$ cat config.mk
export PLATFORM = sky130hd
export DESIGN_NAME = matrix_loader_flat
export DESIGN_NICKNAME = d
export VERILOG_FILES = /design/src/rtl/matrix_loader_pkg.sv /design/src/rtl/matrix_loader_if.sv /design/src/rtl/matrix_loader_shift_reg.sv /design/src/rtl/matrix_loader.sv /design/src/flat_wrapper.sv
export SDC_FILE = /design/constraint.sdc
export NUM_CORES = 1
export LEC_CHECK = 0
export BUFFER_PORTS_ARGS = -buffer_cell sky130_fd_sc_hd__buf_4
export CAP_MARGIN = 40
export CORE_UTILIZATION = 40
export DETAILED_ROUTE_END_ITERATION = 16
export GPL_TIMING_DRIVEN = 0
export PLACE_DENSITY = 0.66
export SYNTH_ARGS = -nofsm -noshare
export SYNTH_HDL_FRONTEND = slang
export SYNTH_SLANG_ARGS = --single-unit
export TNS_END_PERCENT = 100
$ cat constraint.sdc
create_clock -name clk -period 8.2 [get_ports clk]
set_input_delay 2.05 -clock clk [delete_from_list [all_inputs] [get_ports clk]]
set_output_delay 2.05 -clock clk [all_outputs]
set_load 0.05 [all_outputs]
$ cat src/rtl/matrix_loader_pkg.sv
// Shared coprocessor definitions: opcodes, matrix geometry, FSM states and opcode decode helpers.
// The matrix ALU imports the same package so both sides agree on operand layout.
package matrix_loader_pkg;

    localparam int MEM_AW    = 10;
    localparam int MAT_N     = 5;
    localparam int ELEM_W    = 8;
    localparam int MAT_ELEMS = MAT_N * MAT_N;
    localparam int MAT_W     = MAT_ELEMS * ELEM_W;

    localparam logic [3:0] OP_SOMA    = 4'b0011;
    localparam logic [3:0] OP_SUB     = 4'b0100;
    localparam logic [3:0] OP_MUL     = 4'b0101;
    localparam logic [3:0] OP_TRANSP  = 4'b0110;
    localparam logic [3:0] OP_OPOSTA  = 4'b0111;
    localparam logic [3:0] OP_ESCALAR = 4'b1000;
    localparam logic [3:0] OP_DET2    = 4'b1001;
    localparam logic [3:0] OP_DET3    = 4'b1010;
    localparam logic [3:0] OP_DET4    = 4'b1011;
    localparam logic [3:0] OP_DET5    = 4'b1100;

    typedef enum logic [2:0] {
        ST_IDLE   = 3'd0,
        ST_LOAD_A = 3'd1,
        ST_LOAD_B = 3'd2,
        ST_DRAIN  = 3'd3,
        ST_VALID  = 3'd4
    } state_t;

    // Only the element-wise binary ops and the matrix product consume operand B.
    function automatic logic needs_b(input logic [3:0] op);
        return (op == OP_SOMA) || (op == OP_SUB) || (op == OP_MUL);
    endfunction

    function automatic logic op_supported(input logic [3:0] op);
        return (op >= OP_SOMA) && (op <= OP_DET5);
    endfunction

endpackage

$ cat src/rtl/matrix_loader_if.sv
// Command, memory and ALU-facing signals of the matrix loader.
// master = loader side, slave = the host/memory/ALU environment around it.
interface matrix_loader_if;
    import matrix_loader_pkg::*;

    logic              start;
    logic [3:0]        opcode_in;
    logic [MEM_AW-1:0] addr_a;
    logic [MEM_AW-1:0] addr_b;
    logic [7:0]        escalar_in;
    logic              mem_rd;
    logic [MEM_AW-1:0] mem_addr;
    logic [7:0]        mem_rdata;
    logic [MAT_W-1:0]  matrizA;
    logic [MAT_W-1:0]  matrizB;
    logic [7:0]        data_escalar;
    logic [3:0]        opcode;
    logic              busy;
    logic              ack;
    logic              erro;

    modport master (
        input  start, opcode_in, addr_a, addr_b, escalar_in, mem_rdata, ack,
        output mem_rd, mem_addr, matrizA, matrizB, data_escalar, opcode, busy, erro
    );

    modport slave (
        output start, opcode_in, addr_a, addr_b, escalar_in, mem_rdata, ack,
        input  mem_rd, mem_addr, matrizA, matrizB, data_escalar, opcode, busy, erro
    );

endinterface

$ cat src/rtl/matrix_loader_shift_reg.sv
// 25-lane byte shift register: new bytes enter the top lane, every lane moves down one per shift,
// so after 25 shifts the first byte captured lands in lane 0 (row-major element 0).
module matrix_shift_reg
    import matrix_loader_pkg::*;
(
    input  logic              clk,
    input  logic              rst,
    input  logic              clr,
    input  logic              shift_en,
    input  logic [ELEM_W-1:0] din,
    output logic [MAT_W-1:0]  q
);

    logic [ELEM_W-1:0] r_lane [MAT_ELEMS];

    genvar gi;
    generate
        for (gi = 0; gi < MAT_ELEMS; gi++) begin : g_lane
            logic [ELEM_W-1:0] w_lane_in;

            if (gi == MAT_ELEMS - 1) begin : g_top
                assign w_lane_in = din;
            end else begin : g_inner
                assign w_lane_in = r_lane[gi+1];
            end

            always_ff @(posedge clk) begin
                if (rst || clr) begin
                    r_lane[gi] <= '0;
                end else if (shift_en) begin
                    r_lane[gi] <= w_lane_in;
                end
            end

            assign q[gi*ELEM_W +: ELEM_W] = r_lane[gi];
        end
    endgenerate

endmodule

$ cat src/rtl/matrix_loader.sv
// Matrix coprocessor front end: fetches operand matrices byte-by-byte from synchronous memory,
// presents them with the opcode to the ALU and holds them until the ALU acknowledges.
module matrix_loader
    import matrix_loader_pkg::*;
(
    input  logic      clk,
    input  logic      rst,
    matrix_loader_if.master bus
);

    localparam logic [4:0] CNT_LAST = 5'(MAT_ELEMS - 1);

    state_t            r_state;
    state_t            w_state_next;
    logic [4:0]        r_cnt;
    logic [MEM_AW-1:0] r_addr_a;
    logic [MEM_AW-1:0] r_addr_b;
    logic [3:0]        r_opcode;
    logic [7:0]        r_escalar;
    logic              r_erro;
    logic              r_cap_valid;
    logic              r_cap_is_b;

    logic              w_accept;
    logic              w_last;
    logic              w_mem_rd;
    logic [MEM_AW-1:0] w_mem_addr;
    logic              w_busy;
    logic [3:0]        w_opcode_out;

    assign w_accept = (r_state == ST_IDLE) && bus.start && op_supported(bus.opcode_in);
    assign w_last   = (r_cnt == CNT_LAST);

    always_ff @(posedge clk) begin
        if (rst) begin
            r_state <= ST_IDLE;
        end else begin
            r_state <= w_state_next;
        end
    end

    always_comb begin
        w_state_next = r_state;
        case (r_state)
            ST_IDLE:   if (w_accept) w_state_next = ST_LOAD_A;
            ST_LOAD_A: if (w_last)   w_state_next = needs_b(r_opcode) ? ST_LOAD_B : ST_DRAIN;
            ST_LOAD_B: if (w_last)   w_state_next = ST_DRAIN;
            ST_DRAIN:                w_state_next = ST_VALID;
            ST_VALID:  if (bus.ack)  w_state_next = ST_IDLE;
            default:                 w_state_next = ST_IDLE;
        endcase
    end

    always_comb begin
        w_mem_rd     = 1'b0;
        w_mem_addr   = '0;
        w_busy       = (r_state != ST_IDLE);
        w_opcode_out = 4'b0000;
        case (r_state)
            ST_LOAD_A: begin
                w_mem_rd   = 1'b1;
                w_mem_addr = r_addr_a + MEM_AW'(r_cnt);
            end
            ST_LOAD_B: begin
                w_mem_rd   = 1'b1;
                w_mem_addr = r_addr_b + MEM_AW'(r_cnt);
            end
            ST_VALID:  w_opcode_out = r_opcode;
            default:   ;
        endcase
    end

    // Issue counter, latched command and the one-cycle-delayed capture flag that
    // lines up with the memory's read latency.
    always_ff @(posedge clk) begin
        if (rst) begin
            r_cnt       <= '0;
            r_addr_a    <= '0;
            r_addr_b    <= '0;
            r_opcode    <= '0;
            r_escalar   <= '0;
            r_erro      <= 1'b0;
            r_cap_valid <= 1'b0;
            r_cap_is_b  <= 1'b0;
        end else begin
            r_erro      <= (r_state == ST_IDLE) && bus.start && !op_supported(bus.opcode_in);
            r_cap_valid <= w_mem_rd;
            r_cap_is_b  <= (r_state == ST_LOAD_B);
            if (w_accept) begin
                r_cnt     <= '0;
                r_addr_a  <= bus.addr_a;
                r_addr_b  <= bus.addr_b;
                r_opcode  <= bus.opcode_in;
                r_escalar <= bus.escalar_in;
            end else if (w_mem_rd) begin
                r_cnt <= w_last ? '0 : r_cnt + 5'd1;
            end
        end
    end

    matrix_shift_reg u_shift_a (
        .clk      (clk),
        .rst      (rst),
        .clr      (w_accept),
        .shift_en (r_cap_valid && !r_cap_is_b),
        .din      (bus.mem_rdata),
        .q        (bus.matrizA)
    );

    matrix_shift_reg u_shift_b (
        .clk      (clk),
        .rst      (rst),
        .clr      (w_accept),
        .shift_en (r_cap_valid && r_cap_is_b),
        .din      (bus.mem_rdata),
        .q        (bus.matrizB)
    );

    assign bus.mem_rd       = w_mem_rd;
    assign bus.mem_addr     = w_mem_addr;
    assign bus.busy         = w_busy;
    assign bus.opcode       = w_opcode_out;
    assign bus.data_escalar = r_escalar;
    assign bus.erro         = r_erro;

endmodule

$ cat src/flat_wrapper.sv
// flat-port wrapper written by rule: the top's interface ports become plain ports
module matrix_loader_flat import matrix_loader_pkg::*;
  (clk, rst, bus_start, bus_opcode_in, bus_addr_a, bus_addr_b, bus_escalar_in, bus_mem_rdata, bus_ack, bus_mem_rd, bus_mem_addr, bus_matrizA, bus_matrizB, bus_data_escalar, bus_opcode, bus_busy, bus_erro);
  matrix_loader_if bus_i ();
  input  logic clk;
  input  logic rst;
  input wire logic [$bits(bus_i.start)-1:0] bus_start;
  input wire logic [$bits(bus_i.opcode_in)-1:0] bus_opcode_in;
  input wire logic [$bits(bus_i.addr_a)-1:0] bus_addr_a;
  input wire logic [$bits(bus_i.addr_b)-1:0] bus_addr_b;
  input wire logic [$bits(bus_i.escalar_in)-1:0] bus_escalar_in;
  input wire logic [$bits(bus_i.mem_rdata)-1:0] bus_mem_rdata;
  input wire logic [$bits(bus_i.ack)-1:0] bus_ack;
  output wire logic [$bits(bus_i.mem_rd)-1:0] bus_mem_rd;
  output wire logic [$bits(bus_i.mem_addr)-1:0] bus_mem_addr;
  output wire logic [$bits(bus_i.matrizA)-1:0] bus_matrizA;
  output wire logic [$bits(bus_i.matrizB)-1:0] bus_matrizB;
  output wire logic [$bits(bus_i.data_escalar)-1:0] bus_data_escalar;
  output wire logic [$bits(bus_i.opcode)-1:0] bus_opcode;
  output wire logic [$bits(bus_i.busy)-1:0] bus_busy;
  output wire logic [$bits(bus_i.erro)-1:0] bus_erro;
  assign bus_i.start = bus_start;
  assign bus_i.opcode_in = bus_opcode_in;
  assign bus_i.addr_a = bus_addr_a;
  assign bus_i.addr_b = bus_addr_b;
  assign bus_i.escalar_in = bus_escalar_in;
  assign bus_i.mem_rdata = bus_mem_rdata;
  assign bus_i.ack = bus_ack;
  assign bus_mem_rd = bus_i.mem_rd;
  assign bus_mem_addr = bus_i.mem_addr;
  assign bus_matrizA = bus_i.matrizA;
  assign bus_matrizB = bus_i.matrizB;
  assign bus_data_escalar = bus_i.data_escalar;
  assign bus_opcode = bus_i.opcode;
  assign bus_busy = bus_i.busy;
  assign bus_erro = bus_i.erro;
  matrix_loader u_core (.clk(clk), .rst(rst), .bus(bus_i));
endmodule
==> results by group <==
Synthesis
  • Syn nets: 1,191
  • Top FF cell, synth: edfxtp_1
  • Synth Area in Simple Gates: 0.187
  • Synthesized instance count: 1,138
  • Netlist cell types: 47
  • Biggest area consumer among synthesized cells: edfxtp_1
  • #FFs+latches synth: roughly 440
  • Synth Area in Adders: 0.00706
  • Multiplexer area fraction after synthesis: 0.00706
  • Ys async rst share: 0
  • Register area share after synthesis: 0.756
  • Compound-cell area share of the yosys netlist: 0.0201
  • Synth cell count leaders: and2_1, edfxtp_1, nand2_1
  • Yosys warns: 0
  • Cell Area, Synth: 17,000 um^2
  • Synth Area in XOR/XNOR: 0.00206
  • Mean Syn Cell Area: 15.0 um^2
  • Most frequent cell after synthesis: and2_1
  • Largest family of logic cells by synthesized area: simple AND/OR/NAND/NOR gates
  • Number of synthesized flops with an enable pin: 400
  • Post-synth top area share: 0.706
  • Synth top area cells: edfxtp_1, and2_1, dfxtp_1, nand2_1, a21oi_1

Worst setup path
  • CP endpoint: bus_mem_addr[8]
  • FF-to-FF End: u_core.u_shift_b.r_lane[0][2]$_SDFFCE_PN0P_
  • Crit-path max FO: 10
  • CP startpoint: u_core.r_state[1]$_SDFFE_PP0P_
  • Worst Path Arrival: about 3.6 ns
  • CP Capture Type: output port
  • R2r setup slk: 5.16 ns
  • R2R cell count: 9
  • Startpoint types: flop
  • Crit Reg-Reg Startpoint: u_core.r_state[1]$_SDFFE_PP0P_
  • Crit path kind: reg -> out
  • CP required: 6.15 ns

Clock network
  • H-tree depth: 2
  • Total setup buffers inserted after CTS: 0
  • Clock transition at path regs: 0.06 ns
  • Worst-skew pair later-pin latency: 0.59 ns
  • Clock sink count: 443
  • Post-CTS sizing: 0
  • CTS buffer count: 47
  • Clock buffer depth: 3
  • Root buf cell: clkbuf_16
  • Hold-fix buffer count after cts: 0
  • CTS tree: built

Timing
  • Period minus WS final: about 5.6 ns
  • Fin crit share: 0.683
  • Post-Route Setup TNS: 0 ns
  • Max-slew violation count: 0
  • Final setup violating endpoints: 0
  • Fin. Hold Viols: 0
  • Worst-margin pin slew: a little over 0.6 ns
  • Slew headroom: 0.598
  • Setup Skew: 0.0275 ns
  • Achievable Freq: 178 MHz
  • RSZ-0062 raised after global routing: no

Cells and area
  • Final instance area: 22,900 um^2
  • Nets: roughly 1,700
  • N_diodes: 0
  • Share of layout cells above drive strength 1: 0.359
  • Area grow syn2layout: 34.6%
  • Util after Layout: 0.546

Floorplanning
  • Die ar.: 43,400 um^2
  • Site Rows: 75
  • DIE WIDTH: 208 um
  • Die H: ~210 um
  • Starting Density: 0.406
  • Core area: 41,900 um^2
  • I/O pins: 469

Placement
  • DP Wirelength: 33,400 um
  • RePlAce Congestion: 0.821
  • Cell Area, Placed: about 21,000 um^2
  • IO buf count: 468

Power and ir drop
  • Flop pwr share: 0.384
  • Net Sw Power: ~3.7 mW
  • Gate power share: 0.377
  • Total power: between 8 and 9 mW
  • Leak: 9.80 nW
  • Power per Cell Area: 387 nW/um^2
  • Worst vdd ir: between 0.2 and 0.3 mV
  • Clock power frac: 0.239
  • Cell-internal power: 5.16 mW
  • Sw frac: 0.417

Global route
  • Initial antenna violation count: 0
  • Vias in the first global route: 10,784
  • First-pass GRT wire length: 65,700 um
  • Total GRT Usage: 0.203
  • Gr ovfl total: 0
  • Largest net degree at the start of global routing: 68

Routing
  • Wire length per cell: roughly 20 um
  • Post-detailed-route DRC marker count: 0
  • Drt via density: a little under 5
  • DRT Wirelength: between 40,000 and 50,000 um
  • Via Count: between 10,000 and 15,000
  • DRT antenna net count: 0
  • 1st-pass router iterations: 6
  • Iter 0 DRT Violations: 700

Outcome
  • Status: finished clean

Run
  • Max_cap viols: 0

Min path
  • Hold Path Class: reg -> reg
==> flip-flops by register name, indices dropped and copies added, names as in the netlist <==
signal / flops
u_core.u_shift_a.r_lane: 200
u_core.u_shift_b.r_lane: 200
u_core.r_addr_a: 10
u_core.r_addr_b: 10
u_core.bus.data_escalar: 8
u_core.r_cnt: 5
u_core.r_opcode: 4
u_core.r_state: 3
u_core.bus.erro: 1
u_core.r_cap_is_b: 1
u_core.r_cap_valid: 1
==> worst min-delay path by stage <==
| stage | depth (start not counted) | end | from | slack [ns] |
|---|---|---|---|---|
| 2_1_floorplan | 2 | u_core.r_addr_b[9]$_SDFFE_PP0P_ | u_core.r_addr_b[9]$_SDFFE_PP0P_ | 0.43 |
| 3_3_place_gp | 2 | u_core.r_addr_a[5]$_SDFFE_PP0P_ | u_core.r_addr_a[5]$_SDFFE_PP0P_ | 0.44 |
| 3_5_place_dp | 2 | u_core.r_addr_b[9]$_SDFFE_PP0P_ | u_core.r_addr_b[9]$_SDFFE_PP0P_ | 0.45 |
| 4_1_cts | 2 | u_core.r_addr_b[9]$_SDFFE_PP0P_ | u_core.r_addr_b[9]$_SDFFE_PP0P_ | 0.45 |
| 5_1_grt | 2 | u_core.r_addr_b[9]$_SDFFE_PP0P_ | u_core.r_addr_b[9]$_SDFFE_PP0P_ | 0.47 |
| 6_report | 2 | u_core.r_addr_b[9]$_SDFFE_PP0P_ | u_core.r_addr_b[9]$_SDFFE_PP0P_ | 0.45 |
==> stage by stage <==
stage / std cells / setup slack [ns] / hold slack (ns)
floorplan: 1138 / 0.340 / 0.432
global placement: 2145 / -2.07 / 0.442
detailed placement: 2151 / 3.21 / 0.446
CTS: 2234 / 2.58 / 0.455
global route: 2234 / 2.40 / 0.469
finish: 2234 / 2.60 / 0.453
==> area by class of cell <==
cell class                 instances  area [um^2]
timing repair buffer             474         3680
tap                              539          674
clock buffer                      57         1250
inverter                           6         22.5
multi-input combinational        629         3820
clock inverter                    26          269
buffer                            60          319
fill                            3480        19000
sequential                       443        12900
==> cell families (layout without fill, tap and decap cells) <==
group	Yosys count	in the layout
DFF	443	443
adders and majority gates	9	9
xor gates and xnor gates	4	4
muxes	11	11
AOI/OAI and AO/OA	60	60
buffers and inverters	66	623
and+or+nand+nor	545	545
==> cell usage in the layout (no fill, tap or decap), types with 2 or more instances in the layout <==
cell type and instances:
buf_4 472, and2_1 403, edfxtp_1 400, nand2_1 90
clkbuf_16 48, dfxtp_1 43, a21oi_1 41, clkbuf_2 40
clkbuf_1 14, nor2_1 13, clkinv_2 9, ha_1 8
inv_1 6, mux2i_1 6, nand3_1 6, nand2b_1 6
clkinv_1 6, buf_16 6, buf_2 5, o21ai_0 5
and3_1 4, nand4_1 4, a31oi_1 4, bufinv_16 4
buf_6 3, xnor2_1 3, nor3b_1 3, nor3_2 2
nor3b_2 2, mux2_2 2, a21o_1 2, a221o_1 2
nand2_4 2, mux2_1 2, nand4b_1 2, inv_16 2
clkinvlp_4 2, clkinv_4 2
==> metal layers <==
metal	up-vias	GRT usage	wire length, um
met5	-	0	0
met4	0	0.0764	1300
met3	70	0.0836	4830
met2	458	0.334	21500
met1	5190	0.237	17100
li1	5015	-	-
==> power by group through the flow <==
stage	logic, mW	clock network, mW	registers (mW)
final	3.34	2.12	3.40
after global routing	3.45	2.24	3.47
after floorplan	0.523	0	5.19
after CTS	3.36	2.17	3.41
after global placement	3.29	0	3.59
after detailed placement	3.35	0	3.45
==> critical path, stage by stage, from the launching register on <==
cell,delay [ns]
dfxtp_1,0.30
buf_2,0.18
or3b_1,0.39
buf_4,0.20
nand2_1,0.08
nand2_1,0.08
ha_1,0.21
fa_1,0.44
a41oi_1,0.22
o21ai_0,0.20
a31o_2,0.29
a21oi_1,0.17
buf_4,0.23
No activity file was read; power rests on OpenSTA's default activity.
